===== src/rtl/accum_alu_seq_if.sv =====
// ----------------------------------------------------------------------------
// accum_alu_seq_if
// Command/result bundle between the operand source, the accumulator ALU and
// the result consumer.
//   Command (source -> ALU): in_valid, opcode[2:0], load, int1, int2
//   Flow control (ALU -> source): in_ready, busy
//   Result (ALU -> consumer): out, out_valid, status, zero
// Modports:
//   master : the source/consumer side (drives commands, observes results)
//   slave  : the ALU side
// ----------------------------------------------------------------------------
interface accum_alu_seq_if #(
    parameter int unsigned WIDTH = 8
);
    logic             in_valid;
    logic             in_ready;
    logic [2:0]       opcode;
    logic             load;
    logic [WIDTH-1:0] int1;
    logic [WIDTH-1:0] int2;
    logic [WIDTH-1:0] out;
    logic             out_valid;
    logic             status;
    logic             zero;
    logic             busy;

    modport master (
        output in_valid, opcode, load, int1, int2,
        input  in_ready, out, out_valid, status, zero, busy
    );

    modport slave (
        input  in_valid, opcode, load, int1, int2,
        output in_ready, out, out_valid, status, zero, busy
    );
endinterface


===== src/rtl/accum_alu_seq.sv =====
// ----------------------------------------------------------------------------
// accum_alu_seq
// WIDTH-bit accumulator ALU with a valid/ready command port. ADD/SUB/logic
// ops complete one cycle after accept; SHL/SHR by k>0 walk one bit per cycle
// and complete k cycles after accept. Operand A is int1 when load is set (or
// for the first command after reset), otherwise the current accumulator.
//
// Ports:
//   clk  : clock, all state updates on posedge
//   rst  : synchronous active-low reset
//   bus  : accum_alu_seq_if.slave
//            in_valid/in_ready  command handshake (in_ready high only in IDLE)
//            opcode/load/int1/int2 command fields
//            out/status/zero    registered accumulator and completion flags
//            out_valid          one-cycle completion pulse
//            busy               multi-cycle shift in progress
//
// Build option: define ALU_SATURATE_EN to clamp ADD on carry to all-ones and
// SUB on borrow to zero (status still reports carry/borrow). Undefined, ADD
// and SUB wrap modulo 2^WIDTH.
// ----------------------------------------------------------------------------
module accum_alu_seq #(
    parameter int unsigned WIDTH = 8
) (
    input  logic           clk,
    input  logic           rst,
    accum_alu_seq_if.slave bus
);

    localparam int unsigned SHW = (WIDTH > 1) ? $clog2(WIDTH) : 1;
    localparam int unsigned XW  = WIDTH + 1;

    localparam logic [2:0] OP_ADD = 3'b000;
    localparam logic [2:0] OP_SUB = 3'b001;
    localparam logic [2:0] OP_SHL = 3'b010;
    localparam logic [2:0] OP_SHR = 3'b011;
    localparam logic [2:0] OP_AND = 3'b100;
    localparam logic [2:0] OP_OR  = 3'b101;
    localparam logic [2:0] OP_XOR = 3'b110;
    localparam logic [2:0] OP_NOT = 3'b111;

    typedef enum logic [1:0] {
        ST_IDLE  = 2'd0,
        ST_EXEC  = 2'd1,
        ST_SHIFT = 2'd2
    } state_e;

    state_e           state_q, state_d;
    logic [WIDTH-1:0] a_q, a_d;
    logic [WIDTH-1:0] b_q, b_d;
    logic [2:0]       op_q, op_d;
    logic [SHW-1:0]   cnt_q, cnt_d;
    logic [WIDTH-1:0] out_q, out_d;
    logic             status_q, status_d;
    logic             zero_q, zero_d;
    logic             out_valid_q, out_valid_d;
    logic             busy_q, busy_d;
    logic             in_ready_q, in_ready_d;
    logic             first_done_q, first_done_d;

    logic [WIDTH-1:0] b_inv;
    logic [XW-1:0]    sum_w;
    logic [XW-1:0]    diff_w;
    logic [WIDTH-1:0] exec_res;
    logic             exec_st;
    logic [WIDTH-1:0] sh_step;
    logic             sh_bit;
    logic [SHW-1:0]   amt;
    logic             is_shift;

    // Single-cycle ALU result for the EXEC state (operands already latched)
    always_comb begin
        b_inv    = ~b_q;
        sum_w    = XW'(a_q) + XW'(b_q);
        diff_w   = XW'(a_q) + XW'(b_inv) + XW'(1);
        exec_res = '0;
        exec_st  = 1'b0;
        case (op_q)
            OP_ADD: begin
                exec_st = sum_w[WIDTH];
`ifdef ALU_SATURATE_EN
                exec_res = sum_w[WIDTH] ? '1 : sum_w[WIDTH-1:0];
`else
                exec_res = sum_w[WIDTH-1:0];
`endif
            end
            OP_SUB: begin
                // Borrow is the inverted carry of A + ~B + 1
                exec_st = ~diff_w[WIDTH];
`ifdef ALU_SATURATE_EN
                exec_res = diff_w[WIDTH] ? diff_w[WIDTH-1:0] : '0;
`else
                exec_res = diff_w[WIDTH-1:0];
`endif
            end
            // Only zero-amount shifts reach EXEC: pass A through, nothing shifted out
            OP_SHL:  exec_res = a_q;
            OP_SHR:  exec_res = a_q;
            OP_AND:  exec_res = a_q & b_q;
            OP_OR:   exec_res = a_q | b_q;
            OP_XOR:  exec_res = a_q ^ b_q;
            OP_NOT:  exec_res = ~a_q;
        endcase
    end

    // One-bit shift step, zero-filled, plus the bit falling off the end
    always_comb begin
        if (op_q == OP_SHL) begin
            sh_step = {a_q[WIDTH-2:0], 1'b0};
            sh_bit  = a_q[WIDTH-1];
        end else begin
            sh_step = {1'b0, a_q[WIDTH-1:1]};
            sh_bit  = a_q[0];
        end
    end

    // Command decode at the port
    always_comb begin
        amt      = bus.int2[SHW-1:0];
        is_shift = (bus.opcode == OP_SHL) || (bus.opcode == OP_SHR);
    end

    // Next-state and datapath update
    always_comb begin
        state_d      = state_q;
        a_d          = a_q;
        b_d          = b_q;
        op_d         = op_q;
        cnt_d        = cnt_q;
        out_d        = out_q;
        status_d     = status_q;
        zero_d       = zero_q;
        out_valid_d  = 1'b0;
        first_done_d = first_done_q;

        case (state_q)
            ST_IDLE: begin
                if (bus.in_valid && in_ready_q) begin
                    a_d          = (bus.load || !first_done_q) ? bus.int1 : out_q;
                    b_d          = bus.int2;
                    op_d         = bus.opcode;
                    cnt_d        = amt;
                    first_done_d = 1'b1;
                    state_d      = (is_shift && (amt != '0)) ? ST_SHIFT : ST_EXEC;
                end
            end
            ST_EXEC: begin
                out_d       = exec_res;
                status_d    = exec_st;
                zero_d      = (exec_res == '0);
                out_valid_d = 1'b1;
                state_d     = ST_IDLE;
            end
            ST_SHIFT: begin
                a_d   = sh_step;
                cnt_d = cnt_q - SHW'(1);
                // Last step: publish the result and the final bit shifted out
                if (cnt_q == SHW'(1)) begin
                    out_d       = sh_step;
                    status_d    = sh_bit;
                    zero_d      = (sh_step == '0);
                    out_valid_d = 1'b1;
                    state_d     = ST_IDLE;
                end
            end
            default: state_d = ST_IDLE;
        endcase

        // Handshake outputs are registered copies of the upcoming state
        in_ready_d = (state_d == ST_IDLE);
        busy_d     = (state_d == ST_SHIFT);
    end

    // State and output registers, synchronous active-low reset
    always_ff @(posedge clk) begin
        if (!rst) begin
            state_q      <= ST_IDLE;
            a_q          <= '0;
            b_q          <= '0;
            op_q         <= '0;
            cnt_q        <= '0;
            out_q        <= '0;
            status_q     <= 1'b0;
            zero_q       <= 1'b0;
            out_valid_q  <= 1'b0;
            busy_q       <= 1'b0;
            in_ready_q   <= 1'b1;
            first_done_q <= 1'b0;
        end else begin
            state_q      <= state_d;
            a_q          <= a_d;
            b_q          <= b_d;
            op_q         <= op_d;
            cnt_q        <= cnt_d;
            out_q        <= out_d;
            status_q     <= status_d;
            zero_q       <= zero_d;
            out_valid_q  <= out_valid_d;
            busy_q       <= busy_d;
            in_ready_q   <= in_ready_d;
            first_done_q <= first_done_d;
        end
    end

    assign bus.out       = out_q;
    assign bus.status    = status_q;
    assign bus.zero      = zero_q;
    assign bus.out_valid = out_valid_q;
    assign bus.busy      = busy_q;
    assign bus.in_ready  = in_ready_q;

endmodule


===== src/flat_wrapper.sv =====
// flat-port wrapper written by rule: the top's interface ports become plain ports
module accum_alu_seq_flat 
#(
    parameter int unsigned WIDTH = 8
)
  (clk, rst, bus_in_valid, bus_opcode, bus_load, bus_int1, bus_int2, bus_in_ready, bus_out, bus_out_valid, bus_status, bus_zero, bus_busy);
  accum_alu_seq_if #(.WIDTH(WIDTH)) bus_i ();
  input  logic clk;
  input  logic rst;
  input wire logic [$bits(bus_i.in_valid)-1:0] bus_in_valid;
  input wire logic [$bits(bus_i.opcode)-1:0] bus_opcode;
  input wire logic [$bits(bus_i.load)-1:0] bus_load;
  input wire logic [$bits(bus_i.int1)-1:0] bus_int1;
  input wire logic [$bits(bus_i.int2)-1:0] bus_int2;
  output wire logic [$bits(bus_i.in_ready)-1:0] bus_in_ready;
  output wire logic [$bits(bus_i.out)-1:0] bus_out;
  output wire logic [$bits(bus_i.out_valid)-1:0] bus_out_valid;
  output wire logic [$bits(bus_i.status)-1:0] bus_status;
  output wire logic [$bits(bus_i.zero)-1:0] bus_zero;
  output wire logic [$bits(bus_i.busy)-1:0] bus_busy;
  assign bus_i.in_valid = bus_in_valid;
  assign bus_i.opcode = bus_opcode;
  assign bus_i.load = bus_load;
  assign bus_i.int1 = bus_int1;
  assign bus_i.int2 = bus_int2;
  assign bus_in_ready = bus_i.in_ready;
  assign bus_out = bus_i.out;
  assign bus_out_valid = bus_i.out_valid;
  assign bus_status = bus_i.status;
  assign bus_zero = bus_i.zero;
  assign bus_busy = bus_i.busy;
  accum_alu_seq #(.WIDTH(WIDTH)) u_core (.clk(clk), .rst(rst), .bus(bus_i));
endmodule

===== config.mk =====
export PLATFORM = sky130hd
export DESIGN_NAME = accum_alu_seq_flat
export DESIGN_NICKNAME = d
export VERILOG_FILES = /design/src/rtl/accum_alu_seq_if.sv /design/src/rtl/accum_alu_seq.sv /design/src/flat_wrapper.sv
export SDC_FILE = /design/constraint.sdc
export NUM_CORES = 1
export LEC_CHECK = 0
export CORE_ASPECT_RATIO = 1.5
export CORE_UTILIZATION = 45
export DETAILED_ROUTE_END_ITERATION = 7
export PLACE_DENSITY_LB_ADDON = 0.08
export SYNTH_ARGS = -nofsm -noshare
export SYNTH_HDL_FRONTEND = slang
export SYNTH_SLANG_ARGS = --single-unit

===== constraint.sdc =====
create_clock -name clk -period 3.5 [get_ports clk]
set_input_delay 0.35 -clock clk [delete_from_list [all_inputs] [get_ports clk]]
set_output_delay 0.35 -clock clk [all_outputs]
set_load 0.05 [all_outputs]

==> results.yml, run 1 <==
timing:
  max_freq_mhz: 374.2
  finalHoldViolations: 0
  finalClockSkew_ps: 7.149
  fin_tns_setup_ps: 0
  period_share_pct: 76.35
  tightest_slew_ps: 916.2
  setup_viol: 0
  min_period_ps: 2672
  maxSlewViolCount: 0
  hold-worst-slack_ps: 469.0
  rsz0062_at_grt: "no"
  maxSlewHeadroom_pct: 38.92
logic_synthesis:
  syn-cell-area_um2: 3213
  synth-seq-area-share_pct: 23.68
  ys_types: 67
  synth.most_common_cell: "nand2_1"
  syn-instance-count: 407
  synthFlopType: "dfxtp_1"
  syn-num-nets: 461
  synth_area_leaders: "dfxtp_1 24%, ha_1 11%, nand2_1 7.0%"
  synth-edff-count: 0
  synth.avg_cell_area_um2: 7.895
  synth_top_area_share_pct: 23.68
  synth_top_cell_by_area: "dfxtp_1"
  async_reset_ff_share_pct: 0
  synth_warnings: 0
  yosys-top-cells-count: "60 x nand2_1, 38 x dfxtp_1, 29 x ha_1, 25 x inv_1, 20 x a21oi_1"
  ys_seq_elements: 38
clock_network:
  max-clock-path-buffers: 2
  cts_hold_buf: 0
  cts_htree_levels: 2
  cts_sinks: 38
  cts_resized: 0
  tritoncts: "done"
  clk_pin_slew_ps: 80
  clk_latency_ps: 300
  cts_made_buffers: 5
  postCtsSetupBuffers: 0
  cts-root-buf: "clkbuf_8"
power:
  power_density_nw_per_um2: 430.5
  irDropWorstVdd_v: 0.0003603
  finalPower_mw: 1.616
  p_leak_nw: 1.490
worst_setup_path:
  rr_worst_depth: 9
  cp-start-kind: "register"
  r2r-start: "u_core.a_q[1]$_SDFFE_PN0P_"
  endpoint: "u_core.bus.out[7]$_SDFFE_PN0P_"
  crit_start: "u_core.a_q[1]$_SDFFE_PN0P_"
  path_class: "reg -> reg"
  cp_data_required_time_ps: 3720
  reg2reg_setup_slack_ps: 830
  path_max_fanout: 10
  crit_arrival_ps: 2890
  worst_setup_path_end_kind: "register"
  reg2reg_to: "u_core.bus.out[7]$_SDFFE_PN0P_"
placement:
  place.gp.congestion: 0.8925
  portBuffers: 35
  post-dp-hpwl_mm: 7.030
floorplan:
  die_w_um: 71.00
  dieHeight_um: 105.5
  core_area_um2: 6898
  num_io_pins: 36
  die_area_um2: 7489
  num_rows: 37
  start_util_pct: 46.58
hold_path:
  hp-class: "reg -> reg"
  min_from: "u_core.cnt_q[1]$_SDFFE_PN0P_"
outcome:
  run_status: "finished, final reports clean"
routing:
  ant_nets: 0
  routed_wl_mm: 9.236
  drt_pre_antenna_iters: 4
  drc: 0
  vias_per_cell: 5.979
  drt_iter0_drc: 175
  routed-via-count: 3067
  wl_per_cell_um: 18.00
grt:
  grt_pass1_wl_mm: 15.29
  grt_max_degree: 38
  grt.overflow.total: 0
  first_global_vias: 3047
  grt_usage_pct: 25.97
  antenna_found_initial: 0
cells_and_area:
  fillers: 670
  n_antenna_cell: 0
  nets: 488
  regArea_um2: 760.7
  areaGrowthSynthToFinish_pct: 16.82
  multi_input_area_um2: 2222
  drive_gt1_share_pct: 8.736
  final_core_util_pct: 54.42
run:
  max_cap_violations: 0
power by group:
group | internal [mW] | leakage [nW] | switching [mW]
clock | 0.304 | 0.0714 | 0.166
sequential | 0.472 | 0.311 | 0.0616
combinational | 0.259 | 1.11 | 0.353
total | 1.03 | 1.49 | 0.581
worst min-delay path by stage:
stage | end | slack, ps | cells after the start
6_report | u_core.cnt_q[1]$_SDFFE_PN0P_ | 470 | 2
5_1_grt | u_core.cnt_q[1]$_SDFFE_PN0P_ | 510 | 2
4_1_cts | u_core.cnt_q[1]$_SDFFE_PN0P_ | 470 | 2
3_5_place_dp | u_core.cnt_q[1]$_SDFFE_PN0P_ | 460 | 2
3_3_place_gp | u_core.cnt_q[1]$_SDFFE_PN0P_ | 460 | 2
2_1_floorplan | u_core.cnt_q[1]$_SDFFE_PN0P_ | 440 | 2
routing by layer:
| layer | part of all wire, % | wire length (µm) | global-route usage (%) | up-vias |
|---|---|---|---|---|
| met5 | 0 | 0 | 0 | - |
| met1 | 42 | 3860 | 31.10 | 1475 |
| met3 | 3.8 | 353 | 2.390 | 23 |
| met4 | 3.8 | 350 | 12.14 | 0 |
| met2 | 51 | 4672 | 46.02 | 76 |
| li1 | - | - | - | 1493 |
layout by cell type, fill, tap and decap left out, types with 2 or more instances in the layout:
master,synthesis,final
buf_4,2,11
o211a_1,2,2
o21ai_0,18,18
a21oi_1,20,20
a31oi_1,3,3
clkdlybuf4s50_1,0,35
nor3_1,5,5
bufinv_16,0,2
nand4_1,4,4
a22oi_1,5,5
clkbuf_8,0,6
and2_1,2,2
o21bai_1,2,2
fa_1,2,2
a21o_1,5,5
nor2_1,16,16
o21a_1,2,2
a211oi_1,8,8
xnor2_1,4,4
mux2_2,5,5
mux2i_1,16,16
nand2_1,60,60
and3_1,2,2
nor3b_1,3,3
a31o_2,2,2
inv_1,25,25
nand3_1,13,13
ha_1,29,29
nand4b_1,2,2
nand2b_1,9,9
dfxtp_1,38,38
o211ai_1,12,12
o22ai_1,5,5
a32o_1,2,2
nor2b_1,11,11
a21boi_0,18,18
o2111ai_1,2,2
registers in the layout (all words and copies together), names as in the netlist:
| signal | cells |
|---|---|
| u_core.bus.busy | 1 |
| u_core.bus.in_ready | 1 |
| u_core.a_q | 8 |
| u_core.first_done_q | 1 |
| u_core.state_q | 2 |
| u_core.b_q | 8 |
| u_core.cnt_q | 3 |
| u_core.bus.out_valid | 1 |
| u_core.bus.zero | 1 |
| u_core.op_q | 3 |
| u_core.bus.status | 1 |
| u_core.bus.out | 8 |
worst max-delay path: stages (launching register included):
cell,delay (ps)
dfxtp_1,550
inv_1,140
ha_1,330
o21ba_2,230
or4_4,430
o211ai_2,90
a21oi_1,100
mux2i_1,140
a2111o_1,420
a31oi_1,160
layout make-up:
cell class | instances | area share (%)
well taps | 78 | 2.600
clock buffers | 6 | 2.200
multi-input cells | 317 | 59.20
repair buffers | 46 | 11.53
flip-flops and latches | 38 | 20.27
inverters | 26 | 2.600
clock inverters | 2 | 1.600
logic make-up (layout without fill, tap and decap cells):
kind of cell / after synthesis / in the layout / synth area share [%]
DFF: 38 / 38 / 23.68
AOI/OAI and AO/OA: 120 / 120 / 26.21
xor gates and xnor gates: 5 / 5 / 1.363
buffers and inverters: 52 / 80 / 7.165
adders and majority gates: 31 / 31 / 12.54
and+or+nand+nor: 139 / 139 / 21.61
muxes: 22 / 22 / 7.437
per-stage QoR:
step | instances | setup slack [ps] | instance area, µm²
floorplan | 407 | 1084 | 3213
global placement | 505 | 901.4 | 3611
detailed placement | 505 | 865.4 | 3611
CTS | 513 | 838.1 | 3754
global route | 513 | 727.9 | 3754
finish | 513 | 827.9 | 3754
Note: power is estimated with default switching activity, not from simulation.
==> inputs of run 2 (changes only) <==
Clock period 3.5 ns to 2.4 ns, I/O delays scaled along.
==> results.yml, run 2 (synthesis results as in run 1) <==
routing:
  drt_iter0_drc: 157
  routed-via-count: 3175
  drt_pre_antenna_iters: 4
  vias_per_cell: 5.826
  wl_per_cell_um: 17.72
  drc: 0
  ant_nets: 0
  routed_wl_mm: 9.658
worst_setup_path:
  rr_worst_depth: 9
  path_class: "reg -> reg"
  reg2reg_setup_slack_ps: 90
  crit_arrival_ps: 2540
  cp_data_required_time_ps: 2630
  worstPathCellList: "inv_1, ha_1, o21ba_2, or4_4, o211ai_2, a21oi_1, mux2i_1, a2111o_1, a31oi_1"
  reg2reg_to: "u_core.bus.out[7]$_SDFFE_PN0P_"
  path_buf_inv: 1
  r2r-start: "u_core.a_q[0]$_SDFFE_PN0P_"
  worst_setup_path_end_kind: "register"
  worst_path_max_delay_cell: "or4_4"
  critPathTopFamily: "compound AO/OA/AOI/OAI gates"
  cp-start-kind: "register"
  timing.critical_path.slowest_cell_delay_ps: 440
  path_max_fanout: 5
clock_network:
  cts-root-buf: "clkbuf_8"
  cts_hold_buf: 0
  max-clock-path-buffers: 2
  cts_sinks: 38
  tritoncts: "done"
  cts_made_buffers: 5
  cts_htree_levels: 2
  clk_latency_ps: 300
  clk_pin_slew_ps: 80
placement:
  place_area_um2: 3845
  portBuffers: 35
  dp_worst_setup_slack_ps: 25.72
  post-dp-hpwl_mm: 7.524
  place.gp.congestion: 0.8956
power:
  seqPwrFrac_pct: 32.8
  power_frac_comb_pct: 46.1
  p_leak_nw: 1.631
  irDropWorstVdd_v: 0.0003870
  power_density_nw_per_um2: 568.0
  swShare_pct: 39.23
  internal_power_mw: 1.390
  clock_power_share_pct: 21.1
  p_sw_mw: 0.8972
outcome:
  run_status: "finished, final reports clean"
floorplan:
  num_rows: 37
  start_util_pct: 46.58
  die_area_um2: 7489
  core_area_um2: 6898
  dieHeight_um: 105.5
  num_io_pins: 36
  die_w_um: 71.00
timing:
  setup_slack_ps: 93.36
  fin_tns_setup_ps: 0
  tightest_slew_ps: 544.4
  finalClockSkew_ps: 3.936
  maxSlewHeadroom_pct: 63.70
  period_share_pct: 96.11
  min_period_ps: 2307
  finalHoldViolations: 0
  maxSlewViolCount: 0
  rsz0062_at_grt: "yes"
  hold-worst-slack_ps: 474.2
  setup_viol: 0
  max_freq_mhz: 433.5
grt:
  grt.overflow.total: 0
  antenna_found_initial: 0
  grt_pass1_wl_mm: 15.84
  grt_max_degree: 22
  first_global_vias: 3202
  grt_usage_pct: 27.46
cells_and_area:
  drive_gt1_share_pct: 19.06
  fillers: 669
  areaGrowthSynthToFinish_pct: 25.31
  final_core_util_pct: 58.37
  nets: 520
  fin_area_um2: 4026
  n_antenna_cell: 0
  final_cell_mix: "60 x nand2_1, 43 x buf_4, 35 x clkdlybuf4s50_1"
  final_common_cell: "nand2_1"
hold_path:
  min_from: "u_core.cnt_q[1]$_SDFFE_PN0P_"
  min_path_cells: 2
  min_to: "u_core.cnt_q[1]$_SDFFE_PN0P_"
  hp-class: "reg -> reg"
run:
  max_cap_violations: 0
run 2: cell types whose count changed in the layout (fill, tap and decap cells not counted), sizes merged:
| cell | delta |
|---|---|
| buf | +32 |
| clkinvlp | +1 |
| clkinv | +1 |
| bufinv | -2 |
run 2: layout make-up:
cell class | instances | area [µm²] | area share [%]
clock buffers | 6 | 82.58 | 2.051
clock inverters | 2 | 12.51 | 0.3108
inverters | 26 | 97.59 | 2.424
multi-input cells | 317 | 2296 | 57.02
flip-flops and latches | 38 | 767.0 | 19.05
well taps | 78 | 97.59 | 2.424
repair buffers | 78 | 673.1 | 16.72
run 2: worst register-to-register path: stages (launching register included):
cell	delay, ps
dfxtp_2	380
inv_1	70
ha_1	210
o21ba_2	240
or4_4	440
o211ai_2	90
a21oi_1	90
mux2i_1	130
a2111o_1	420
a31oi_1	160
run 2: worst max path at each step:
stage / to / from / cells after the start
CTS: u_core.bus.zero$_SDFFE_PN0P_ / u_core.a_q[0]$_SDFFE_PN0P_ / 10
global placement: u_core.bus.zero$_SDFFE_PN0P_ / u_core.a_q[0]$_SDFFE_PN0P_ / 10
global route: u_core.bus.zero$_SDFFE_PN0P_ / u_core.a_q[0]$_SDFFE_PN0P_ / 10
finish: u_core.bus.out[7]$_SDFFE_PN0P_ / u_core.a_q[0]$_SDFFE_PN0P_ / 9
floorplan: u_core.bus.out[7]$_SDFFE_PN0P_ / u_core.b_q[1]$_SDFFE_PN0P_ / 9
detailed placement: u_core.bus.zero$_SDFFE_PN0P_ / u_core.a_q[0]$_SDFFE_PN0P_ / 10
run 2: power by group through the flow:
stage,Combinational (mW),Clock [mW],Sequential [mW]
6_report,1.05,0.483,0.749
5_1_grt,1.16,0.513,0.757
4_1_cts,1.00,0.497,0.747
3_5_place_dp,0.999,0,0.761
3_3_place_gp,0.991,0,0.758
2_1_floorplan,0.609,0,0.809
run 2: metrics by stage:
step	cells	total power, mW
2_1_floorplan	407	1.417
3_3_place_gp	536	1.749
3_5_place_dp	536	1.760
4_1_cts	544	2.248
5_1_grt	545	2.428
6_report	545	2.287
run 2: layer usage:
| layer | vias to the layer above | track usage, % | part of all wire (%) |
|---|---|---|---|
| li1 | 1565 | - | - |
| met1 | 1511 | 32.84 | 42 |
| met2 | 77 | 50.14 | 51 |
| met5 | - | 0 | 0 |
| met4 | 0 | 10.00 | 3.9 |
| met3 | 22 | 2.486 | 2.7 |
run 2: timing repair:
item	in CTS	in global routing
endpoints found under the hold margin	0	0
endpoints found under the setup margin	0	7
gates resized for setup	0	19
buffers inserted	0	1
==> inputs of run 3 (changes only) <==
Settings changed: DONT_BUFFER_PORTS from default to 1.
==> results.yml, run 3 (synthesis results as in run 1) <==
outcome:
  run_status: "finished, final reports clean"
floorplan:
  start_util_pct: 46.58
  die_area_um2: 7489
  num_io_pins: 36
  core_area_um2: 6898
  num_rows: 37
  die_w_um: 71.00
  dieHeight_um: 105.5
clock_network:
  clk_pin_slew_ps: 70
  clk_latency_ps: 290
  cts_made_buffers: 5
  cts_htree_levels: 2
  cts_sinks: 38
  max-clock-path-buffers: 2
  cts-root-buf: "clkbuf_8"
  cts_hold_buf: 0
  tritoncts: "done"
power:
  internal_power_mw: 1.298
  swShare_pct: 39.23
  finalPower_mw: 2.137
  p_leak_nw: 1.494
  seqPwrFrac_pct: 37.6
  clock_power_share_pct: 19.6
  power_frac_comb_pct: 42.8
  p_sw_mw: 0.8382
  irDropWorstVdd_v: 0.0004597
  power_density_nw_per_um2: 588.6
routing:
  drt_pre_antenna_iters: 4
  ant_nets: 0
  drc: 0
  routed_wl_mm: 9.562
  wl_per_cell_um: 18.79
  vias_per_cell: 5.947
  drt_iter0_drc: 170
  routed-via-count: 3027
timing:
  maxSlewHeadroom_pct: 59.91
  setup_viol: 0
  period_share_pct: 95.14
  max_freq_mhz: 438.0
  maxSlewViolCount: 0
  finalHoldViolations: 0
  fin_tns_setup_ps: 0
  finalClockSkew_ps: 7.844
  setup_slack_ps: 116.7
  tightest_slew_ps: 600.5
  rsz0062_at_grt: "no"
  min_period_ps: 2283
placement:
  portBuffers: 0
  dp_worst_setup_slack_ps: 12.25
  place_inst: 502
  place.gp.congestion: 0.9174
  post-dp-hpwl_mm: 7.489
cells_and_area:
  final_core_util_pct: 52.62
  areaGrowthSynthToFinish_pct: 12.97
  final_cell_mix: "60 x nand2_1, 43 x buf_4, 34 x dfxtp_1"
  stdcell_count: 509
  nets: 485
  n_antenna_cell: 0
  drive_gt1_share_pct: 18.33
  final_common_cell: "nand2_1"
  fillers: 674
grt:
  antenna_found_initial: 0
  grt.overflow.total: 0
  first_global_vias: 2961
  grt_usage_pct: 26.69
  grt_max_degree: 39
  grt_pass1_wl_mm: 15.21
worst_setup_path:
  cp_data_required_time_ps: 2620
  worst_setup_path_end_kind: "register"
  endpoint: "u_core.bus.out[7]$_SDFFE_PN0P_"
  cp-start-kind: "register"
  path_max_fanout: 3
  reg2reg_to: "u_core.bus.out[7]$_SDFFE_PN0P_"
  crit_arrival_ps: 2510
  r2r-start: "u_core.a_q[1]$_SDFFE_PN0P_"
  crit_start: "u_core.a_q[1]$_SDFFE_PN0P_"
  path_class: "reg -> reg"
  rr_worst_depth: 9
  reg2reg_setup_slack_ps: 120
hold_path:
  min_path_cells: 1
  hp-class: "in -> reg"
run:
  max_cap_violations: 0
-- run 3: worst min path at each step --
stage                           start                                to  slack, ps
after floorplan           bus_int2[0]        u_core.b_q[0]$_SDFFE_PN0P_        380
after global placement            rst  u_core.first_done_q$_SDFFE_PN0P_        360
after detailed placement          rst  u_core.first_done_q$_SDFFE_PN0P_        370
after CTS                         rst  u_core.first_done_q$_SDFFE_PN0P_         60
after global routing              rst  u_core.first_done_q$_SDFFE_PN0P_         60
final                             rst  u_core.first_done_q$_SDFFE_PN0P_         80
-- run 3: cell type report --
type / instances / area (µm²) / area share [%]
multi-input combinational: 317 / 2267 / 62.46
sequential: 38 / 768.2 / 21.17
timing repair buffer: 43 / 322.8 / 8.893
inverter: 26 / 97.59 / 2.689
tap: 78 / 97.59 / 2.689
clock buffer: 7 / 76.32 / 2.103
-- run 3: per-stage QoR --
stage	cell area [µm²]	hold WS, ps
2_1_floorplan	3214	384.9
3_3_place_gp	3502	362.5
3_5_place_dp	3502	368.5
4_1_cts	3583	64.38
5_1_grt	3630	58.94
6_report	3630	76.83
-- run 3: what timing repair did --
| item | in CTS | in global routing |
|---|---|---|
| setup endpoints to repair | 1 | 7 |
| buffers inserted | 0 | 0 |
| gates resized for setup | 1 | 13 |
| pin swaps | 0 | 2 |
-- run 3: critical path: stages, from the launching register on --
cell,delay (ps)
dfxtp_2,320
inv_1,140
ha_4,230
o21ba_2,220
or4_4,440
o211ai_2,80
a21oi_1,90
mux2i_1,140
a2111o_1,410
a31oi_1,150
-- run 3: power by group through the flow --
stage | Clock, mW | Sequential [mW] | Combinational (mW)
floorplan | 0 | 0.809 | 0.609
global placement | 0 | 0.814 | 0.867
detailed placement | 0 | 0.815 | 0.876
CTS | 0.433 | 0.801 | 0.884
global route | 0.454 | 0.812 | 1.00
finish | 0.419 | 0.803 | 0.914
-- run 3: metal layers --
metal	vias up	track usage [%]	wire length (µm)	part of all wire, %
li1	1494	-	-	-
met1	1423	30.18	3794	40
met2	91	47.53	4979	52
met3	19	3.346	466	4.9
met4	0	15.00	321	3.4
met5	-	0	0	0
